<file path="src/rtl/timer_setter.sv">
// timer_setter: BCD mm:ss preset editor with load/run control and display scan.
// Ports: clk, rst_n (async low), btn_next/btn_inc/btn_start pulses,
//   btn_dec (only with TIMER_SETTER_DEC_EN), timer_zero in;
//   preset_us/ds/um/dm, load, running, edit_digit, seletor out.
// Build option: define TIMER_SETTER_DEC_EN to add btn_dec and the decrement path.
module timer_setter #(
  parameter int SCAN_DIV = 50000
) (
  input  logic       clk,
  input  logic       rst_n,
  input  logic       btn_next,
  input  logic       btn_inc,
`ifdef TIMER_SETTER_DEC_EN
  input  logic       btn_dec,
`endif
  input  logic       btn_start,
  input  logic       timer_zero,
  output logic [3:0] preset_us,
  output logic [3:0] preset_ds,
  output logic [3:0] preset_um,
  output logic [3:0] preset_dm,
  output logic       load,
  output logic       running,
  output logic [1:0] edit_digit,
  output logic [1:0] seletor
);

  localparam int CW = (SCAN_DIV > 1) ? $clog2(SCAN_DIV) : 1;
  localparam logic [CW-1:0] SCAN_LAST = CW'(SCAN_DIV - 1);

  typedef enum logic [1:0] {
    S_EDIT,
    S_LOAD,
    S_RUN
  } state_t;

  state_t          r_state;
  logic [3:0][3:0] r_dig;
  logic [1:0]      r_edit;
  logic            r_load;
  logic            r_run;
  logic [1:0]      r_sel;
  logic [CW-1:0]   r_cnt;

  logic       w_any_set;
  logic [3:0] w_cur;
  logic [3:0] w_lim;
  logic [3:0] w_inc_val;
  logic       w_edit_en;
  logic [3:0] w_new;

  assign w_any_set = |r_dig;
  assign w_cur     = r_dig[r_edit];
  // Tens digits (DS, DM) sit at odd indices and count 0..5.
  assign w_lim     = r_edit[0] ? 4'd5 : 4'd9;
  assign w_inc_val = (w_cur >= w_lim) ? 4'd0 : w_cur + 4'd1;

`ifdef TIMER_SETTER_DEC_EN
  logic [3:0] w_dec_val;
  assign w_dec_val = (w_cur == 4'd0) ? w_lim : w_cur - 4'd1;

  // Simultaneous inc and dec cancel out.
  always_comb begin
    w_edit_en = btn_inc ^ btn_dec;
    w_new     = btn_inc ? w_inc_val : w_dec_val;
  end
`else
  always_comb begin
    w_edit_en = btn_inc;
    w_new     = w_inc_val;
  end
`endif

  always_ff @(posedge clk or negedge rst_n) begin
    if (!rst_n) begin
      r_state <= S_EDIT;
      r_dig   <= '0;
      r_edit  <= 2'd0;
      r_load  <= 1'b0;
      r_run   <= 1'b0;
    end else begin
      unique case (r_state)
        S_EDIT: begin
          if (btn_start) begin
            if (w_any_set) begin
              r_state <= S_LOAD;
              r_load  <= 1'b1;
            end
          end else begin
            if (w_edit_en) r_dig[r_edit] <= w_new;
            if (btn_next)  r_edit <= r_edit + 2'd1;
          end
        end
        S_LOAD: begin
          r_state <= S_RUN;
          r_load  <= 1'b0;
          r_run   <= 1'b1;
        end
        S_RUN: begin
          if (btn_start || timer_zero) begin
            r_state <= S_EDIT;
            r_run   <= 1'b0;
            r_edit  <= 2'd0;
          end
        end
        default: begin
          r_state <= S_EDIT;
          r_load  <= 1'b0;
          r_run   <= 1'b0;
        end
      endcase
    end
  end

  always_ff @(posedge clk or negedge rst_n) begin
    if (!rst_n) begin
      r_cnt <= '0;
      r_sel <= 2'd0;
    end else if (r_cnt == SCAN_LAST) begin
      r_cnt <= '0;
      r_sel <= r_sel + 2'd1;
    end else begin
      r_cnt <= r_cnt + 1'b1;
    end
  end

  assign preset_us  = r_dig[0];
  assign preset_ds  = r_dig[1];
  assign preset_um  = r_dig[2];
  assign preset_dm  = r_dig[3];
  assign load       = r_load;
  assign running    = r_run;
  assign edit_digit = r_edit;
  assign seletor    = r_sel;

endmodule

</file>
<file path="config.mk">
export PLATFORM = sky130hd
export DESIGN_NAME = timer_setter
export DESIGN_NICKNAME = d
export VERILOG_FILES = /design/src/rtl/timer_setter.sv
export SDC_FILE = /design/constraint.sdc
export NUM_CORES = 1
export LEC_CHECK = 0
export ABC_AREA = 1
export CAP_MARGIN = 10
export CORE_MARGIN = 2
export CORE_UTILIZATION = 55
export DETAILED_ROUTE_END_ITERATION = 10
export HOLD_SLACK_MARGIN = 0.06
export PLACE_DENSITY = 0.87
export SLEW_MARGIN = 20
export SYNTH_ARGS = -nofsm -noshare
export SYNTH_HDL_FRONTEND = slang
export SYNTH_SLANG_ARGS = --single-unit
export TNS_END_PERCENT = 1
</file>
<file path="constraint.sdc">
create_clock -name clk -period 5.7 [get_ports clk]
set_input_delay 1.14 -clock clk [delete_from_list [all_inputs] [get_ports clk]]
set_output_delay 1.14 -clock clk [all_outputs]
set_load 0.1 [all_outputs]
</file>
==> key figures, run 1 <==
Run status
  • Status: finished, final reports clean

Worst setup path
  • Critical-path maximum fanout: 15
  • Worst setup path startpoint: edit_digit[0]
  • Reg2reg end: preset_dm[1]
  • Worst setup SP type: register
  • Crit. End Element: output pin
  • Register-to-Register Path Depth: 11
  • RR Startpoint: edit_digit[0]
  • CP required: roughly 4600 ps
  • Critical path class: register to output pin
  • R2R Setup Slk: 3260 ps
  • Crit path max-delay family: buffers and inverters
  • Crit path to: edit_digit[0]
  • Critical-path cell list: clkdlybuf4s50_1
  • Critical Path Stages: 1
  • Max stage delay on crit path: ~1200 ps
  • Arrival time of the worst setup path: 2210 ps
  • Worst path bufs/invs: 1
  • Critical path's slowest cell: clkdlybuf4s50_1

STA
  • Tcrit/Tclk final: about three fifths
  • Final clock skew: roughly 13 ps
  • Sum Neg Setup Slack: 0 ps
  • Final Hold Viols: 0
  • Unrepaired setup endpoints after global routing: false
  • Max Slew Vio Count: 0
  • Worst relative slew slack: a little over a third
  • FMAX: 299 MHz
  • Minimum clock period: about 3300 ps
  • Final setup fails: 0
  • Worst-margin pin slew: 974 ps

Floorplanning
  • Die X: 67.7 um
  • Initial Utilization: 56.6%
  • Ports: 28
  • Die H: 67.7 um
  • # rows: 23
  • Placeable Area: between 0.003 and 0.004 sq mm
  • Die ar.: 0.00458 sq mm

Placement
  • HPWL after detailed placement: 3.55 mm
  • GPL Wtd Cong: between 0.9 and 1
  • Port bufs: 27

Global route
  • Global route overflow: 0
  • GR Util met3: 5.83%
  • Met2 Usage GRT: a little under two fifths
  • Vias in the first global route: 1718
  • Gr busiest metal: met2
  • First-pass GRT wire length: 7.39 mm
  • GRT Total Usage: 22.4%
  • Pin count of the biggest net entering global routing: 41
  • Initial antenna violation count: 0
  • Met1 Use GR: 25.6%

Clock tree
  • Post-CTS setup buffer count: 0
  • CTS tree: done
  • Sink Count: 40
  • Worst-path clk slew: about 90 ps
  • Worst-Skew Late Latency: 300 ps
  • Gates resized, CTS repair: 0
  • CTS H-tree depth: 2
  • CTS Hold Buffers Added: 0
  • Clock buffer count from CTS: 5
  • Root buf cell: clkbuf_8
  • Clock buffer depth: 2

Pwr
  • Power Total: 1.63 mW
  • Sw power: 917 uW
  • Sequential Power Share: 26.5%
  • Maximum vdd drop: about 0.00029 V
  • Combinational share of power: around 60%
  • Clock network fraction of design power: roughly 14%
  • Power density over the cells: between 600 and 700 mW/mm^2
  • Internal power: 710 uW
  • Switching Share: between 50% and 60%
  • Leak: roughly 1.4 nW

Route
  • Post-route DRC: 0
  • Post-route ant nets: 0
  • Drt total wl: 4.75 mm
  • DR vias/cell: 5.18
  • Avg WL per Cell: 12.6 um
  • Via count: 1954
  • First-pass detailed-route iteration total: 4
  • First DRT Iteration DRCs: 140

Yosys
  • Sequential area share after synthesis: 44.9%
  • Yosys cell types: 25
  • Top-area cell type share of the netlist area: approximately 45%
  • Mapped Cells: between 200 and 300
  • Number of synthesized register bits: 40
  • Async S/R FF share, synth: 100%
  • Syn_area_per_cell: 7.61 sq um
  • Synth Net Count: 309
  • Mapped Area: 0.00223 sq mm
  • Synth Flop Type: dfrtp_1
  • EDFF count, synth: 0
  • Warnings from Yosys: 0
  • Dominant cells by area after synthesis: dfrtp_1 (45%), nand2_1 (14%), inv_1 (6.2%), ha_1 (5.6%), nor2_1 (5.6%)
  • Synth area leader: dfrtp_1

Layout
  • Layout cells sized above 1: just under 9%
  • Synth-to-layout area growth: 19.3%
  • # diodes: 0
  • Filler cells: 347
  • Nets: 342

Run
  • Number of max-cap violations: 0

Worst hold path
  • HP Class: register to register
-- how the worst min path moves through the flow --
stage                     from  slack [ps]         end  cells past startpoint
finish              seletor[1]         470  seletor[1]                      1
floorplan             r_cnt[0]         430    r_cnt[0]                      1
CTS                 seletor[1]         480  seletor[1]                      1
global placement      r_cnt[0]         450    r_cnt[0]                      1
global route        seletor[1]         480  seletor[1]                      1
detailed placement  seletor[1]         460  seletor[1]                      1
-- metal layers --
metal	share of wire [%]	vias up
li1	-	986
met1	42	908
met2	52	52
met3	4.4	8
met4	2.0	0
met5	0	-
-- placed cells by master, fill, tap and decap left out, types with 4 or more instances in the layout --
master and n:
nor3_2 4, o21ai_1 15, o21ai_0 5, nand2_1 84
inv_2 4, inv_1 37, dfrtp_1 40, clkdlybuf4s50_1 26
ha_1 10, a21oi_1 5, nor2_1 33, xor2_1 5
nor3_1 7, nand3_1 22, nand2_2 5, clkbuf_8 5
-- state kept, by name, indices dropped and copies added, names as in the netlist --
name,flops
preset_us,4
r_state,2
preset_dm,4
edit_digit,2
preset_ds,4
seletor,2
running,1
load,1
preset_um,4
r_cnt,16
-- cell type report --
class                           count  area, sq um  share of cell area [%]
Inverter                           42          158                    5.92
Timing Repair Buffer               27          265                    9.96
Clock inverter                      3         42.5                    1.60
Multi-Input combinational cell    210         1060                    40.0
Clock buffer                        5         68.8                    2.58
Tap cell                           50         62.6                    2.35
Sequential cell                    40         1000                    37.6
-- cells in the mapped netlist (all sizes together), types with 2 or more instances --
master,n
a21oi,6
dfrtp,40
ha,10
inv,41
nand2,89
nand3,25
nand4,2
nor2,36
nor3,11
o21ai,20
or2,3
xor2,5
-- metrics by stage --
| stage | hold slack (ps) | std cells | worst slack [ps] | cell area [sq um] | utilization, % |
|---|---|---|---|---|---|
| after floorplan | 432 | 293 | 3140 | 2230 | - |
| after global placement | 451 | 369 | 2720 | 2550 | 64.7 |
| after detailed placement | 462 | 369 | 2700 | 2550 | 64.7 |
| after CTS | 476 | 377 | 2350 | 2660 | 67.5 |
| after global routing | 480 | 377 | 2270 | 2660 | 67.5 |
| final | 471 | 377 | 2350 | 2660 | 67.5 |
-- power groups by stage --
stage               registers (mW)  clock network (mW)  logic [mW]
detailed placement           0.435                   0       0.959
floorplan                    0.825                   0       0.340
global route                 0.438               0.249        1.03
global placement             0.432                   0       0.936
CTS                          0.430               0.236       0.963
finish                       0.432               0.233       0.963
-- cells by family after synthesis --
kind of cell	synth area share [%]
buf+inv	7.40
xor+xnor	2.36
flops	44.9
fa+ha+maj	5.61
compound gates	6.28
simple gates	33.5
Note: power is estimated with default switching activity, not from simulation.
==> inputs of run 2 (changes only) <==
--- a/config.mk
+++ b/config.mk
@@ -8,10 +8,10 @@
 export ABC_AREA = 1
 export CAP_MARGIN = 10
 export CORE_MARGIN = 2
-export CORE_UTILIZATION = 55
+export CORE_UTILIZATION = 50
 export DETAILED_ROUTE_END_ITERATION = 10
 export HOLD_SLACK_MARGIN = 0.06
-export PLACE_DENSITY = 0.87
+export PLACE_DENSITY = 0.84
 export SLEW_MARGIN = 20
 export SYNTH_ARGS = -nofsm -noshare
 export SYNTH_HDL_FRONTEND = slang
==> constraint.sdc (replaced) <==
create_clock -name clk -period 3 [get_ports clk]
set_input_delay 0.6 -clock clk [delete_from_list [all_inputs] [get_ports clk]]
set_output_delay 0.6 -clock clk [all_outputs]
set_load 0.1 [all_outputs]
==> run 2 against run 1 <==
Non-clock buffer count did not move. Worst setup slack got worse by 1800 ps. Clock-buffer cell count rose by 1. Clock skew fell by 3.3 ps. Sequential share of layout area rose by 0.61 points. Global-route usage fell by 2.1 points. Routed wire length fell by 2.7%. Final area fell by 1.6%. Utilization fell by 6.9 points. Register-to-register slack got worse by 2700 ps. Worst hold slack got worse by 66 ps. Sequential cell count did not move.
==> key figures, run 2 (synthesis results as in run 1) <==
Placement
  • HPWL after detailed placement: 3.45 mm (was 3.55 mm)
  • Placed cells: 371 (was 369)
  • Port bufs: 27 (unchanged)
  • GPL Wtd Cong: 0.881 (was 0.913)

STA
  • Final setup fails: 0 (unchanged)
  • Final Hold Viols: 0 (unchanged)
  • Sum Neg Setup Slack: 0 ps (unchanged)
  • Worst relative slew slack: 41.9% (was 34.8%)
  • Tcrit/Tclk final: 81.3%
  • Worst-margin pin slew: 871 ps (was 974 ps)
  • Unrepaired setup endpoints after global routing: false (unchanged)
  • WHS: 405 ps (was 471 ps)
  • FMAX: 410 MHz
  • Max Slew Vio Count: 0 (unchanged)
  • Minimum clock period: 2440 ps
  • Final clock skew: 10.0 ps (was 13.3 ps)

Clock tree
  • Gates resized, CTS repair: 0 (unchanged)
  • CTS Hold Buffers Added: 0 (unchanged)
  • Post-CTS setup buffer count: 0 (unchanged)
  • Clock buffer depth: 2 (unchanged)
  • Sink Count: 40 (unchanged)
  • Clock buffer count from CTS: 5 (unchanged)
  • Root buf cell: clkbuf_8 (unchanged)
  • Worst-Skew Late Latency: 290 ps (was 300 ps)
  • CTS tree: done (unchanged)
  • CTS H-tree depth: 2 (unchanged)
  • Worst-path clk slew: 80 ps (was 90 ps)

Global route
  • GRT Total Usage: 20.3% (was 22.4%)
  • Vias in the first global route: 1874 (was 1718)
  • Pin count of the biggest net entering global routing: 41 (unchanged)
  • First-pass GRT wire length: 8.09 mm (was 7.39 mm)
  • Global route overflow: 0 (unchanged)
  • Initial antenna violation count: 0 (unchanged)

Worst setup path
  • Worst setup path startpoint: edit_digit[0] (unchanged)
  • RR Startpoint: edit_digit[0] (unchanged)
  • CP required: 3220 ps (was 4560 ps)
  • Critical path class: register to register (was register to output pin)
  • Crit path to: preset_us[0] (was edit_digit[0])
  • Crit. End Element: register (was output pin)
  • Register-to-Register Path Depth: 11 (unchanged)
  • Critical-path maximum fanout: 15 (unchanged)
  • Arrival time of the worst setup path: 2660 ps (was 2210 ps)
  • R2R Setup Slk: 560 ps (was 3260 ps)
  • Max stage delay on crit path: 680 ps (was 1230 ps)
  • Critical path's slowest cell: dfrtp_1 (was clkdlybuf4s50_1)
  • Worst setup SP type: register (unchanged)
  • Critical-path cell list: inv_2 > nand2_1 > nand3_1 > nand2_1 > ha_1 > inv_1 > o21ai_1 > nand2_1 > a21oi_2 > nand2_1 > o21ai_1 (was clkdlybuf4s50_1)
  • Most used cell, CP: nand2_1
  • Reg2reg end: preset_us[0] (was preset_dm[1])

Layout
  • Most frequent cells in the layout: nand2_1 (84), dfrtp_1 (40), inv_1 (37), nor2_1 (33) (was nand2_1 (84), dfrtp_1 (40), inv_1 (37), nor2_1 (33), clkdlybuf4s50_1 (26))
  • Synth-to-layout area growth: 17.4% (was 19.3%)
  • Most common cell after layout, fill and taps aside: nand2_1 (unchanged)
  • Biggest register: r_cnt (unchanged)
  • Layout cells sized above 1: 15.6% (was 8.87%)
  • Nets: 342 (unchanged)
  • # diodes: 0 (unchanged)
  • Max reg flops: 16 (unchanged)
  • Final Non-Filler Cells: 379 (was 377)

Floorplanning
  • Placeable Area: 0.00432 sq mm (was 0.00394 sq mm)
  • Initial Utilization: 51.6% (was 56.6%)
  • Ports: 28 (unchanged)
  • # rows: 24 (was 23)
  • Die H: 70.8 um (was 67.7 um)
  • Die X: 70.8 um (was 67.7 um)
  • Die ar.: 0.00501 sq mm (was 0.00458 sq mm)

Route
  • Post-route ant nets: 0 (unchanged)
  • First-pass detailed-route iteration total: 4 (unchanged)
  • Via count: 1981 (was 1954)
  • Avg WL per Cell: 12.2 um (was 12.6 um)
  • Post-route DRC: 0 (unchanged)
  • First DRT Iteration DRCs: 132 (was 140)
  • DR vias/cell: 5.23 (was 5.18)
  • Drt total wl: 4.62 mm (was 4.75 mm)

Run status
  • Status: finished, final reports clean (unchanged)

Run
  • Number of max-cap violations: 0 (unchanged)

Worst hold path
  • HP Class: primary input to asynchronous set/reset pin (was register to register)
==> run 2: worst min-delay path by stage <==
stage,startpoint,endpoint,slack (ps),depth (start not counted)
5_1_grt,rst_n,preset_ds[2],500,1
2_1_floorplan,rst_n,edit_digit[0],300,0
6_report,rst_n,preset_um[2],400,1
3_3_place_gp,r_cnt[0],r_cnt[0],450,1
4_1_cts,rst_n,preset_um[2],450,1
3_5_place_dp,seletor[1],seletor[1],460,1
==> run 2: per-layer routing <==
| layer | up-vias | GRT usage (%) | part of all wire [%] |
|---|---|---|---|
| met5 | - | 0 | 0 |
| met4 | 0 | 9.43 | 2.4 |
| met3 | 10 | 3.99 | 6.1 |
| met2 | 63 | 33.1 | 49 |
| met1 | 916 | 26.1 | 43 |
| li1 | 992 | - | - |
==> run 2: critical path: cells and delay by family (launching register included) <==
kind                     cells  cell delay, ps
AO/OA/AOI/OAI                3             600
buffers and inverters        2             270
flip-flops                   1             680
adder cells (fa/ha/maj)      1             190
AND/OR/NAND/NOR              5             620
==> run 2: layout make-up <==
class                      count  area [sq um]
inverter                      42           158
tap                           52          65.1
timing repair buffer          27           210
clock inverter                 2          38.8
multi-input combinational    210          1060
sequential                    40          1000
clock buffer                   6          82.6
fill                         377          1700
==> run 2: per-stage QoR <==
step | setup WS [ps] | instance area, sq um | utilization, %
floorplan | 440 | 2230 | -
global placement | 771 | 2500 | 57.8
detailed placement | 602 | 2500 | 57.8
CTS | 569 | 2620 | 60.6
global route | 307 | 2620 | 60.6
finish | 560 | 2620 | 60.6
Power of run 2 is left out: the tool's default activity adds up to more than one toggle a clock period on the data nets, which glitch-free logic cannot reach.
==> inputs of run 3 (changes only) <==
--- a/config.mk
+++ b/config.mk
@@ -8,10 +8,10 @@
 export ABC_AREA = 1
 export CAP_MARGIN = 10
 export CORE_MARGIN = 2
-export CORE_UTILIZATION = 50
+export CORE_UTILIZATION = 55
 export DETAILED_ROUTE_END_ITERATION = 10
 export HOLD_SLACK_MARGIN = 0.06
-export PLACE_DENSITY = 0.84
+export PLACE_DENSITY = 0.87
 export SLEW_MARGIN = 20
 export SYNTH_ARGS = -nofsm -noshare
 export SYNTH_HDL_FRONTEND = slang
==> constraint.sdc (replaced) <==
create_clock -name clk -period 2.5 [get_ports clk]
set_input_delay 0.5 -clock clk [delete_from_list [all_inputs] [get_ports clk]]
set_output_delay 0.5 -clock clk [all_outputs]
set_load 0.1 [all_outputs]
==> run 3 against run 2 <==
Routed wire length is 1.1% higher. Largest cell class unchanged. Worst setup slack worse by 240 ps. Highest routed layer unchanged. Die area is 8.6% lower.
==> key figures, run 3 (synthesis results as in run 1) <==
Run status
  • Status: finished, final reports clean (unchanged)

Global route
  • Global route overflow: 0 (unchanged)
  • Pin count of the biggest net entering global routing: 41 (unchanged)
  • First-pass GRT wire length: 7.98 mm (was 8.09 mm)
  • Met2 Usage GRT: 39.8% (was 33.1%)
  • Initial antenna violation count: 0 (unchanged)
  • GRT Total Usage: 23.1% (was 20.3%)
  • Vias in the first global route: 1841 (was 1874)
  • Gr busiest metal: met2 (unchanged)
  • Met1 Use GR: 29.2% (was 26.1%)
  • GR Util met3: 3.50% (was 3.99%)

Worst setup path
  • Critical path class: register to register (unchanged)
  • Register-to-Register Path Depth: 12 (was 11)
  • RR Startpoint: edit_digit[0] (unchanged)
  • CP required: 2720 ps (was 3220 ps)
  • Worst setup SP type: register (unchanged)
  • Crit. End Element: register (unchanged)
  • R2R Setup Slk: 320 ps (was 560 ps)
  • Critical-path maximum fanout: 15 (unchanged)
  • Arrival time of the worst setup path: 2400 ps (was 2660 ps)
  • Reg2reg end: preset_ds[1] (was preset_us[0])

Layout
  • Biggest register: r_cnt (unchanged)
  • Max reg flops: 16 (unchanged)
  • Flip-flop and latch area: 0.00100 sq mm (about the same)
  • Nets: 342 (unchanged)
  • Layout cells sized above 1: 15.9% (was 15.6%)
  • Most frequent cells in the layout: nand2_1 (84), dfrtp_1 (39), inv_1 (37), nor2_1 (33) (was nand2_1 (84), dfrtp_1 (40), inv_1 (37), nor2_1 (33))
  • Final core occ: 66.2% (was 60.6%)
  • Final instance area: 0.00261 sq mm (was 0.00262 sq mm)
  • Synth-to-layout area growth: 16.9% (was 17.4%)
  • Final Non-Filler Cells: 377 (was 379)
  • Most common cell after layout, fill and taps aside: nand2_1 (unchanged)
  • Filler cells: 340 (was 377)
  • Multi-input gate area: 0.00106 sq mm (unchanged)
  • # diodes: 0 (unchanged)

STA
  • Worst setup margin: 315 ps (was 560 ps)
  • Max Slew Vio Count: 0 (unchanged)
  • Final clock skew: 10.6 ps (was 10.0 ps)
  • Tcrit/Tclk final: 87.4% (was 81.3%)
  • Worst-margin pin slew: 883 ps (was 871 ps)
  • Minimum clock period: 2180 ps (was 2440 ps)
  • Unrepaired setup endpoints after global routing: false (unchanged)
  • Final Hold Viols: 0 (unchanged)
  • WHS: 320 ps (was 405 ps)
  • Final setup fails: 0 (unchanged)
  • Sum Neg Setup Slack: 0 ps (unchanged)
  • FMAX: 458 MHz (was 410 MHz)
  • Worst relative slew slack: 41.1% (was 41.9%)

Placement
  • Place WS: 335 ps (was 602 ps)
  • GPL Wtd Cong: 0.905 (was 0.881)
  • Port bufs: 27 (unchanged)
  • Placed cells: 369 (was 371)
  • DP Area: 0.00250 sq mm (about the same)
  • HPWL after detailed placement: 3.43 mm (was 3.45 mm)

Floorplanning
  • Die H: 67.7 um (was 70.8 um)
  • Die X: 67.7 um (was 70.8 um)
  • Ports: 28 (unchanged)
  • Initial Utilization: 56.6% (was 51.6%)
  • # rows: 23 (was 24)
  • Die ar.: 0.00458 sq mm (was 0.00501 sq mm)
  • Placeable Area: 0.00394 sq mm (was 0.00432 sq mm)

Pwr
  • Leak: 1.39 nW
  • Maximum vdd drop: 0.000628 V
  • Power density over the cells: 1390 mW/mm^2
  • Power Total: 3.64 mW

Route
  • Via count: 1973 (was 1981)
  • First-pass detailed-route iteration total: 4 (unchanged)
  • First DRT Iteration DRCs: 116 (was 132)
  • Post-route DRC: 0 (unchanged)
  • DR vias/cell: 5.23 (about the same)
  • Post-route ant nets: 0 (unchanged)
  • Drt total wl: 4.67 mm (was 4.62 mm)
  • Avg WL per Cell: 12.4 um (was 12.2 um)

Clock tree
  • Root buf cell: clkbuf_8 (unchanged)
  • Worst-path clk slew: 90 ps (was 80 ps)
  • Sink Count: 40 (unchanged)
  • Worst-Skew Late Latency: 300 ps (was 290 ps)
  • CTS Hold Buffers Added: 0 (unchanged)
  • Clock buffer count from CTS: 5 (unchanged)
  • CTS tree: done (unchanged)
  • Clock buffer depth: 2 (unchanged)
  • Post-CTS setup buffer count: 0 (unchanged)
  • CTS H-tree depth: 2 (unchanged)
  • Gates resized, CTS repair: 0 (unchanged)

Worst hold path
  • HP Class: primary input to asynchronous set/reset pin (unchanged)

Run
  • Number of max-cap violations: 0 (unchanged)
run 3: cell type report:
cell class | instances | share of cell area [%]
Clock buffer | 5 | 2.64
Clock inverter | 3 | 1.63
Inverter | 42 | 6.04
Multi-Input combinational cell | 210 | 40.8
Sequential cell | 40 | 38.4
Tap cell | 50 | 2.40
Timing Repair Buffer | 27 | 8.06
run 3: worst max path at each step:
| stage | from | end | slack, ps |
|---|---|---|---|
| after floorplan | edit_digit[1] | preset_dm[1] | 30 |
| after global placement | edit_digit[0] | preset_dm[1] | 420 |
| after detailed placement | edit_digit[1] | preset_dm[0] | 330 |
| after CTS | edit_digit[1] | preset_dm[0] | 310 |
| after global routing | edit_digit[1] | preset_um[0] | 60 |
| final | edit_digit[0] | preset_ds[1] | 320 |
run 3: layer usage:
layer | wire length (um) | part of all wire (%)
met5 | 0 | 0
met4 | 84 | 1.8
met3 | 265 | 5.7
met2 | 2300 | 49
met1 | 2020 | 43
run 3: worst max-delay path, cell delays in order (launching register included):
cell	delay (ps)
dfrtp_2	520
inv_2	200
nand2_1	70
nand3_1	80
nand2_1	130
inv_1	100
ha_1	140
inv_1	40
o21ai_1	110
nand2_1	80
a21oi_2	300
nand2_1	160
o21ai_0	180
run 3: power breakdown:
| part | internal (mW) | switching, mW | leakage (nW) |
|---|---|---|---|
| combinational | 0.482 | 1.63 | 0.820 |
| clock | 0.295 | 0.235 | 0.0541 |
| sequential | 0.794 | 0.204 | 0.520 |
| total | 1.57 | 2.07 | 1.39 |
==> edit: new RTL, settings of run 2 <==
Add a define of `TIMER_SETTER_DEC_EN`.
--- a/src/rtl/timer_setter.sv
+++ b/src/rtl/timer_setter.sv
@@ -5,2 +5,4 @@
 // Build option: define TIMER_SETTER_DEC_EN to add btn_dec and the decrement path.
+`define TIMER_SETTER_DEC_EN
+
 module timer_setter #(
Ports: changed (added btn_dec); port bits go from 28 to 29. No check against the original RTL was run, so the function may have changed too.
==> edit against run 2 <==
  * Design area grew 2.3%
  * Highest routed layer unchanged
  * Sequential cell count is the same
  * Area after synthesis increased by 4.5%
  * Die area up 4.2%
  * Clock skew shrank 2.9 ps
  * Critical endpoint is now preset_us[1]
  * Count of clock-buffer cells in the layout grew 1
  * Sequential share of layout area decreased by 0.87 points
  * Setup slack better by 3.0 ps
  * Routed wire length rose by 9.3%
  * Largest cell class unchanged
  * Hold slack gained 14 ps
Power is left out: the tool's default activity adds up to more than one toggle a clock period on the data nets, which glitch-free logic cannot reach.
==> edit: results (changes against run 2) <==
distinct cell type count after synthesis 30 (+20%); vias post-DR 2,001 (+1.0%); sequential area share after synthesis 42.9% (-1.9 points); overall routing resource usage 22.1% (+1.8 points); post-cts sizing count 0 (unchanged); Logic inverters 37 (-12%); Final #Nets 343 (+0.29%); H-Tree Level Count 2 (unchanged); Critical R2R Capture preset_us[1]; clk tree area frac 3.59% (-1.0 points); Max Root-Sink Buffers 2 (unchanged); R2R cell count 13 (+2); run status complete, no violations; first-iteration detailed-routing DRC count 113 (-14%); Tap Cells 52 (unchanged); Synthesized Nets 310 (+0.32%); final worst path period share 81.2% (-0.099 points); Synth area leaders dfrtp_1, nand2_1, ha_1; skew final 7.15 ps (-2.89 ps); Setup WS pre-CTS 564 ps (-38.5 ps); routed length per instance 13.4 um (+9.9%); total CTS buffers 5 (unchanged); Post-synth ARST share 100% (unchanged); # fillers 400 (+6.1%); Finished Layout Cells 377 (-0.53%); multi-input gates 213 (+1.4%); # clk buffers 7 (+1); area occupied by multi-input gates 0.00115 sq mm (+8.2%); worst slew pin tran 879 ps (+8.35 ps); Data arrival, critical path 2650 ps (about the same); Antenna Cells 0 (unchanged); NonClk Buf Share 8.21% (+0.19 points); critical path fanouts, max 15 (unchanged); Signal buffers 28 (+3.7%); delay-heaviest family, CP simple AND/OR/NAND/NOR gates; initial antenna violation count 0 (unchanged); vias in the first global route 1,872 (-0.11%); first-pass GRT wire length 8860 um (+9.6%); dpl cell area 0.00258 sq mm (+3.5%); Post-DP HPWL 3830 um (+11%); Pre-antenna DRT Iters 4 (unchanged); Synth top cells by count nand2_1, dfrtp_1, inv_1; critical path class flip-flop to flip-flop; placed cells 370 (-0.27%); max incr delay on CP 700 ps (+20 ps); GP Congestion 0.923 (+4.7%); ratio of cells with drive above 1 in the final layout 17.5% (+1.9 points); post-layout instance area 0.00268 sq mm (+2.3%); count of input and output buffers 28 (+3.7%); Min Hold Slack 419 ps (+14.2 ps); Avg Inst Size Synth 7.98 sq um (+4.8%)
edit: cell types whose count changed in the layout (fill, tap and decap cells not counted), sizes merged, moves of 2 or more:
cell	delta
nor4	+2
o211ai	+2
clkinv	-2
nand2	+7
xnor2	+2
nor2	-3
nand4	+3
inv	-4
or2	-3
nand3b	+2
nand3	-4
nor3	-6
edit: routing by layer:
layer  part of all wire [%]  vias to the layer above  global-route usage (%)
met4                    2.2                        0                    10.1
li1                       -                      997                       -
met2                     45                       63                    32.4
met1                     46                      931                    31.7
met5                      0                        -                       0
met3                    6.6                       10                    4.17
edit: cells by family (layout without fill, tap and decap cells):
group | after synthesis | in the layout | share of synthesized area, %
AO/OA/AOI/OAI | 30 | 30 | 6.92
XOR/XNOR | 7 | 7 | 2.63
adder cells (fa/ha/maj) | 11 | 11 | 5.90
buffers and inverters | 39 | 72 | 7.62
flip-flops | 40 | 40 | 42.9
AND/OR/NAND/NOR | 165 | 165 | 34.0
